File: config.mk
export PLATFORM = sky130hd
export DESIGN_NAME = instr_sequencer
export DESIGN_NICKNAME = d
export VERILOG_FILES = /design/src/rtl/instr_sequencer.sv
export SDC_FILE = /design/constraint.sdc
export NUM_CORES = 1
export LEC_CHECK = 0
export BUFFER_PORTS_ARGS = -buffer_cell sky130_fd_sc_hd__buf_4
export CAP_MARGIN = 20
export CORE_MARGIN = 4
export CORE_UTILIZATION = 52
export DETAILED_ROUTE_END_ITERATION = 8
export PLACE_DENSITY = 0.78
export SLEW_MARGIN = 5
export SYNTH_ARGS = -nofsm -noshare
export SYNTH_HDL_FRONTEND = slang
export SYNTH_SLANG_ARGS = --single-unit
File: constraint.sdc
create_clock -name clk -period 2.3 [get_ports clk]
set_clock_uncertainty 0.1 [all_clocks]
set_input_delay 0.345 -clock clk [delete_from_list [all_inputs] [get_ports clk]]
set_output_delay 0.345 -clock clk [all_outputs]
set_load 0.02 [all_outputs]
File: src/rtl/instr_sequencer.sv
// instr_sequencer: control-side front end of the 4-bit datapath.
// Captures a 16-bit switch word on a debounced button press, decodes it into
// register-file addresses, opcode and write enable, and steps the pst state
// sequence (IDLE, FETCH, DECODE, READ, EXEC, DONE) that the register file and
// ALU key on. S_EXEC is the single write cycle.
//
// Ports
//   clk          system clock, all state on posedge
//   rst          asynchronous active-high reset
//   btn          raw step button, asynchronous to clk
//   instr_in     {opcode[15:12], wr[11:8], rs1[7:4], rs2[3:0]}
//   overflow     ALU overflow, only looked at in S_EXEC
//   underflow    ALU underflow, only looked at in S_EXEC
//   pst          current state code
//   opcode       latched opcode to the ALU
//   Rd1, Rd2     read addresses (rs1, rs2)
//   Wr           write address
//   Reg_Write    write permission, S_EXEC with a non-NOP opcode only
//   busy         high whenever pst is not S_IDLE
//   err_flag     sticky overflow/underflow of the current instruction
//   instr_count  completed instructions, wraps 255 -> 0
module instr_sequencer #(
    parameter int unsigned DEBOUNCE_CYCLES = 16,
    parameter logic [3:0]  NOP_OPCODE      = 4'hF
) (
    input  logic        clk,
    input  logic        rst,
    input  logic        btn,
    input  logic [15:0] instr_in,
    input  logic        overflow,
    input  logic        underflow,
    output logic [3:0]  pst,
    output logic [3:0]  opcode,
    output logic [3:0]  Rd1,
    output logic [3:0]  Rd2,
    output logic [3:0]  Wr,
    output logic        Reg_Write,
    output logic        busy,
    output logic        err_flag,
    output logic [7:0]  instr_count
);

    localparam int unsigned CNT_W = $clog2(DEBOUNCE_CYCLES + 1);

    typedef enum logic [3:0] {
        S_IDLE   = 4'b0000,
        S_FETCH  = 4'b0001,
        S_DECODE = 4'b0010,
        S_READ   = 4'b0011,
        S_EXEC   = 4'b1110,
        S_DONE   = 4'b1111
    } state_t;

    state_t             r_state;
    state_t             w_state_next;

    logic               r_sync1;
    logic               r_sync2;
    logic [CNT_W-1:0]   r_db_cnt;
    logic               r_go;

    logic [15:0]        r_instr;
    logic [3:0]         r_opcode;
    logic [3:0]         r_rd1;
    logic [3:0]         r_rd2;
    logic [3:0]         r_wr;
    logic               r_err;
    logic [7:0]         r_count;

    logic [15:0]        w_instr_next;
    logic [3:0]         w_opcode_next;
    logic [3:0]         w_rd1_next;
    logic [3:0]         w_rd2_next;
    logic [3:0]         w_wr_next;
    logic               w_err_next;
    logic [7:0]         w_count_next;

    // Button synchronizer and saturating debounce counter; go is high for the
    // one cycle in which the counter first holds DEBOUNCE_CYCLES.
    always_ff @(posedge clk or posedge rst) begin
        if (rst) begin
            r_sync1  <= 1'b0;
            r_sync2  <= 1'b0;
            r_db_cnt <= '0;
            r_go     <= 1'b0;
        end else begin
            r_sync1 <= btn;
            r_sync2 <= r_sync1;
            if (!r_sync2) begin
                r_db_cnt <= '0;
            end else if (r_db_cnt != CNT_W'(DEBOUNCE_CYCLES)) begin
                r_db_cnt <= r_db_cnt + CNT_W'(1);
            end
            r_go <= r_sync2 && (r_db_cnt == CNT_W'(DEBOUNCE_CYCLES - 1));
        end
    end

    // State register
    always_ff @(posedge clk or posedge rst) begin
        if (rst) begin
            r_state <= S_IDLE;
        end else begin
            r_state <= w_state_next;
        end
    end

    // Next-state and next-value logic
    always_comb begin
        w_state_next  = S_IDLE;
        w_instr_next  = r_instr;
        w_opcode_next = r_opcode;
        w_rd1_next    = r_rd1;
        w_rd2_next    = r_rd2;
        w_wr_next     = r_wr;
        w_err_next    = r_err;
        w_count_next  = r_count;
        case (r_state)
            S_IDLE: begin
                if (r_go) begin
                    w_state_next = S_FETCH;
                    w_instr_next = instr_in;
                    w_err_next   = 1'b0;
                end else begin
                    w_state_next = S_IDLE;
                end
            end
            S_FETCH: begin
                w_state_next  = S_DECODE;
                w_opcode_next = r_instr[15:12];
                w_wr_next     = r_instr[11:8];
                w_rd1_next    = r_instr[7:4];
                w_rd2_next    = r_instr[3:0];
            end
            S_DECODE: w_state_next = S_READ;
            S_READ:   w_state_next = S_EXEC;
            S_EXEC: begin
                w_state_next = S_DONE;
                w_count_next = r_count + 8'd1;
                if (overflow || underflow) begin
                    w_err_next = 1'b1;
                end
            end
            // Wait for release so a held button cannot start a second instruction
            S_DONE:   w_state_next = r_sync2 ? S_DONE : S_IDLE;
            default:  w_state_next = S_IDLE;
        endcase
    end

    // Instruction, decoded fields and status registers
    always_ff @(posedge clk or posedge rst) begin
        if (rst) begin
            r_instr  <= '0;
            r_opcode <= '0;
            r_rd1    <= '0;
            r_rd2    <= '0;
            r_wr     <= '0;
            r_err    <= 1'b0;
            r_count  <= '0;
        end else begin
            r_instr  <= w_instr_next;
            r_opcode <= w_opcode_next;
            r_rd1    <= w_rd1_next;
            r_rd2    <= w_rd2_next;
            r_wr     <= w_wr_next;
            r_err    <= w_err_next;
            r_count  <= w_count_next;
        end
    end

    // Decoded from registered state only, so it falls with the async reset
    assign Reg_Write   = (r_state == S_EXEC) && (r_opcode != NOP_OPCODE);
    assign busy        = (r_state != S_IDLE);
    assign pst         = r_state;
    assign opcode      = r_opcode;
    assign Rd1         = r_rd1;
    assign Rd2         = r_rd2;
    assign Wr          = r_wr;
    assign err_flag    = r_err;
    assign instr_count = r_count;

endmodule
==> flow_metrics.py, run 1 <==
metrics = {
    "die": {
        "num_rows": 23,
        "die_h_um": 72.4,
        "io_pins": 52,
        "core_um2": 4000,
        "initial_core_util_pct": 54.0,
        "die-area_um2": 5250,
        "die_w_um": 72.4,
    },
    "clock_network": {
        "h-tree-depth": 2,
        "tritoncts.num_buffers": 5,
        "cts.sinks": 52,
        "clkLatencyLatePin_ns": 0.30,
        "cts_tree": "yes",
        "post-cts-setup-buffers": 0,
        "postCtsHoldBufs": 0,
        "path_clk_slew_ns": 0.09,
        "cts_buffer_depth": 2,
        "cts-resized-gates": 0,
        "cts_root_buf": "clkbuf_8",
    },
    "synth": {
        "ys_ff_latch": 52,
        "async_flop_share_pct": 100,
        "synthFlopType": "dfrtp_1",
        "synthCells": 153,
        "yosysWarnings": 0,
        "synth_cell_type_count": 29,
        "synth_top_area_share_pct": 60.3,
        "synthTopCellsByCount": "52 x dfrtp_1, 23 x mux2_2, 9 x inv_1, 9 x mux2_4, 8 x nand2_1",
        "yosysTopAreaCell": "dfrtp_1",
        "syn_nets": 178,
        "synth_edf_count": 0,
        "postSynthAreaPerCell_um2": 14.1,
        "yosys-top-cells-area": "dfrtp_1 60%, mux2_2 12%, mux2_4 6.3%",
        "mappedNetlistArea_um2": 2160,
        "synthMostInstantiatedCell": "dfrtp_1",
        "seq_area_frac_synth_pct": 60.3,
    },
    "power": {
        "finalPower_w": 0.00212,
        "leakage_nw": 1.41,
        "vdd.ir_drop.worst_uv": 567,
        "power_density_nw_per_um2": 795,
    },
    "detailed_routing": {
        "num_vias": 1348,
        "dr.first_iter.drc_count": 72,
        "wirelength_um": 4200,
        "drtPass1Iterations": 4,
        "drc": 0,
        "routed_via_density": 5.18,
        "wire_per_inst_um": 16.1,
        "ant_nets": 0,
    },
    "timing": {
        "setup_violations": 0,
        "max_freq_mhz": 496,
        "rsz0062_at_grt": "false",
        "layout_min_cycle_time_ns": 2.02,
        "setup_tns_ns": 0,
        "hold_viol": 0,
        "max_slew_margin_pct": 57.9,
        "worstMarginPinSlew_ns": 0.631,
        "maxSlewViolCount": 0,
        "finalCritPeriodShare_pct": 87.6,
    },
    "critical_path": {
        "cp_cell_sequence": "nand3b_1, a41oi_1, buf_4",
        "cp_data_arrival_time_ns": 1.57,
        "critPathTopFamily": "flip-flops",
        "endpoint_kind": "output port",
        "crit_start": "pst[0]",
        "required_ns": 1.86,
        "startpoint_type": "flop",
        "crit_path_max_incr_delay_ns": 0.46,
        "r2r-start": "pst[2]",
        "cp_max_fo": 9,
        "cp.buffers_inverters": 1,
        "critical_path_class": "reg2out",
        "critPathSlowestCell": "dfrtp_1",
    },
    "outcome": {
        "status": "finished, final reports clean",
    },
    "place": {
        "dp_cells": 252,
        "io_buffer_count": 51,
        "gp_congestion": 0.710,
        "hpwl_um": 3110,
    },
    "global_route": {
        "grt_usage_pct": 17.8,
        "antenna_found_initial": 0,
        "gr-total-overflow": 0,
        "grt_pass1_wl_um": 7200,
        "grt_pass1_vias": 1444,
        "grt_max_degree": 53,
    },
    "layout": {
        "drive_gt1_share_pct": 46.7,
        "fin_cells": 260,
        "syn2layout_area_growth_pct": 23.7,
        "antennaDiodeCount": 0,
        "fin_nets": 234,
        "fillers": 302,
    },
    "flow_run": {
        "maxCapViolations": 0,
    },
    "min_path": {
        "holdCritStartpoint": "btn",
        "hp-class": "in2reg",
    },
}
## stage by stage
stage | utilization [%] | setup slack, ns | hold slack (ns) | area, um2
6_report | 66.8 | 0.284 | 0.0457 | 2670
5_1_grt | 66.8 | 0.156 | 0.0330 | 2670
4_1_cts | 66.8 | 0.212 | 0.0368 | 2670
3_5_place_dp | 64.3 | 0.453 | 0.235 | 2570
3_3_place_gp | 64.3 | 0.513 | 0.236 | 2570
2_1_floorplan | - | 0.474 | 0.231 | 2160
## layer usage
metal / wire length [um] / GRT usage (%)
met4: 44 / 5.53
met2: 2200 / 29.8
met1: 1730 / 22.5
met3: 225 / 4.99
met5: 0 / 0
## worst register-to-register path: cells and delay by family (launching register included)
family / cells / cell delay (ns)
flops: 1 / 0.48
mux: 1 / 0.39
simple gates: 2 / 0.78
## report_power, final
group,switching (W),total [W],internal (W)
clock network,0.000294,0.000538,0.000244
logic,0.000291,0.000518,0.000227
registers,0.0000962,0.00107,0.000971
total,0.000682,0.00212,0.00144
## final timing paths
path                                    end  slack, ns  depth (start not counted)
worst max-delay path              Reg_Write       0.28                          3
worst min-delay path                r_sync1       0.05                          1
worst max register to register  r_instr[13]       0.45                          3
worst min register to register      r_sync2       0.26                          0
max in group asynchronous             Wr[2]       1.57                          3
min in group asynchronous       r_db_cnt[3]       0.10                          3
## sequential cells by signal (all words and copies together), names as in the netlist
name	cells
r_sync2	1
instr_count	8
r_sync1	1
pst	3
r_db_cnt	5
opcode	4
Rd2	4
Rd1	4
err_flag	1
r_go	1
Wr	4
r_instr	16
## kinds of logic after synthesis
logic type / share of synthesized area (%)
xor gates and xnor gates: 3.65
adders and majority gates: 2.32
buffers and inverters: 3.71
muxes: 18.3
AOI/OAI and AO/OA: 2.55
and+or+nand+nor: 9.27
DFF: 60.3
## area by class of cell
class	instances	area [um2]	area share, %
flip-flops and latches	52	1300	48.7
clock inverters	2	15.0	0.562
well taps	50	62.6	2.34
multi-input cells	88	778	29.1
repair buffers	53	398	14.9
inverters	9	33.8	1.26
clock buffers	6	82.6	3.09
## cell usage in the layout (no fill, tap or decap), drive strengths merged, types with 4 or more instances in the layout
master and instances:
o21ai 5, xor2 4, buf 53, nor2 6, clkbuf 6, mux2 32, nand2 8, dfrtp 52
ha 4, nor3 4, inv 9, xnor2 5
Power figures use the tool's default switching activity.
==> run 2, diff against run 1 <==
--- a/config.mk
+++ b/config.mk
@@ -10,6 +10,7 @@
 export CORE_MARGIN = 4
 export CORE_UTILIZATION = 52
 export DETAILED_ROUTE_END_ITERATION = 8
+export GPL_TIMING_DRIVEN = 0
 export PLACE_DENSITY = 0.78
 export SLEW_MARGIN = 5
 export SYNTH_ARGS = -nofsm -noshare
==> run 2 against run 1 <==
Effect of this change: non-clock buffer count increased by 4; power fell by 0.19%; core utilization grew 1.3 points; sequential cell count unchanged; sequential power is essentially flat; via count grew 3.3%; final area grew 2.0%; highest routed layer unchanged.
==> flow_metrics.py, run 2 (same netlist as run 1, synthesis figures left out) <==
metrics = {
    "detailed_routing": {
        "wirelength_um": 4330,
        "ant_nets": 0,
        "drtPass1Iterations": 4,
        "wire_per_inst_um": 16.4,
        "drc": 0,
        "dr.first_iter.drc_count": 49,
        "routed_via_density": 5.28,
        "num_vias": 1393,
    },
    "critical_path": {
        "cp_cell_sequence": "nand3b_1, a41oi_1, buf_4",
        "critPathTopFamily": "flip-flops",
        "critical_path_class": "reg2out",
        "endpoint_kind": "output port",
        "startpoint_type": "flop",
        "crit_path_max_incr_delay_ns": 0.47,
        "cp.buffers_inverters": 1,
        "critPathSlowestCell": "dfrtp_1",
        "required_ns": 1.86,
        "cp_data_arrival_time_ns": 1.56,
        "cp_max_fo": 9,
    },
    "outcome": {
        "status": "finished, final reports clean",
    },
    "die": {
        "initial_core_util_pct": 54.0,
        "core_um2": 4000,
        "io_pins": 52,
        "die_w_um": 72.4,
        "die_h_um": 72.4,
        "die-area_um2": 5250,
        "num_rows": 23,
    },
    "layout": {
        "largest_reg_flops": 16,
        "fin_util_pct": 68.1,
        "final_cell_mix": "53 x buf_4, 52 x dfrtp_1, 23 x mux2_2, 9 x mux2_4",
        "fin_nets": 238,
        "drive_gt1_share_pct": 46.7,
        "mostFrequentLayoutCell": "buf_4",
        "antennaDiodeCount": 0,
        "syn2layout_area_growth_pct": 26.1,
        "regMostFlops": "r_instr",
    },
    "power": {
        "finalPower_w": 0.00212,
        "leakage_nw": 1.43,
        "vdd.ir_drop.worst_uv": 455,
        "power_density_nw_per_um2": 778,
    },
    "global_route": {
        "antenna_found_initial": 0,
        "gr-total-overflow": 0,
        "grt_usage_pct": 17.9,
        "grt_pass1_wl_um": 7130,
        "grt_pass1_vias": 1502,
        "grt_max_degree": 42,
    },
    "timing": {
        "worstMarginPinSlew_ns": 0.562,
        "worst_slack_ns": 0.296,
        "setup_violations": 0,
        "setup_tns_ns": 0,
        "hold_viol": 0,
        "layout_min_cycle_time_ns": 2.00,
        "finalCritPeriodShare_pct": 87.1,
        "max_slew_margin_pct": 62.0,
        "max_freq_mhz": 499,
        "maxSlewViolCount": 0,
        "rsz0062_at_grt": "false",
    },
    "clock_network": {
        "tritoncts.num_buffers": 5,
        "path_clk_slew_ns": 0.10,
        "cts.sinks": 52,
        "h-tree-depth": 2,
        "cts_tree": "yes",
        "cts_root_buf": "clkbuf_8",
        "cts_buffer_depth": 2,
        "clkLatencyLatePin_ns": 0.31,
    },
    "flow_run": {
        "maxCapViolations": 0,
    },
    "place": {
        "hpwl_um": 3300,
        "gp_congestion": 0.750,
        "io_buffer_count": 51,
        "dp_slack_ns": 0.457,
    },
    "min_path": {
        "hp-class": "in2reg",
    },
}
[run 2: cell types whose count changed in the layout (fill, tap and decap cells not counted), sizes merged]
cell / previous run / this run
clkinv: 0 / 1
buf: 53 / 56
dlygate4sd3: 0 / 1
clkinvlp: 2 / 1
[run 2: timing repair]
| item | in CTS | in global routing |
|---|---|---|
| resized for setup | 0 | 0 |
| hold endpoints to repair | 11 | 0 |
| buffers inserted | 0 | 0 |
| hold buffers | 1 | 0 |
[run 2: through the flow]
stage          cells  hold slack, ns  area (um2)
2_1_floorplan    153           0.231        2160
3_3_place_gp     254           0.237        2610
3_5_place_dp     255           0.207        2630
4_1_cts          264          0.0496        2720
5_1_grt          264          0.0353        2720
6_report         264          0.0527        2720
[run 2: area by class of cell]
class | count | area, um2
well taps | 50 | 62.6
plain buffers | 4 | 46.3
fillers | 301 | 1280
repair buffers | 53 | 413
clock inverters | 2 | 16.3
inverters | 9 | 33.8
multi-input cells | 88 | 778
clock buffers | 6 | 72.6
flip-flops and latches | 52 | 1300
[run 2: per-layer routing]
layer	share of wire, %	global-route usage [%]	wire length, um
met5	0	0	0
met3	6.6	5.12	285
met2	53	32.1	2290
met1	39	21.1	1690
met4	1.5	4.92	64
[run 2: power by group]
group	switching, W	internal (W)	total [W]
logic	0.000300	0.000254	0.000554
clock network	0.000294	0.000217	0.000511
registers	0.0000831	0.000971	0.00105
total	0.000677	0.00144	0.00212
[run 2: final timing paths]
kind	start	end	slack (ns)	cells after the start
min reg2reg	r_sync1	r_sync2	0.27	0
max in group asynchronous	rst	r_instr[3]	1.17	4
max	pst[0]	Reg_Write	0.30	3
min	btn	r_sync1	0.05	1
min in group asynchronous	rst	r_db_cnt[2]	0.43	3
max reg2reg	pst[2]	Rd1[3]	0.42	4
[run 2: worst reg2reg max path, cell delays in order (launching register included)]
cell	delay (ns)
dfrtp_1	0.48
nand2b_1	0.23
nor2_2	0.32
buf_4	0.28
mux2_2	0.37
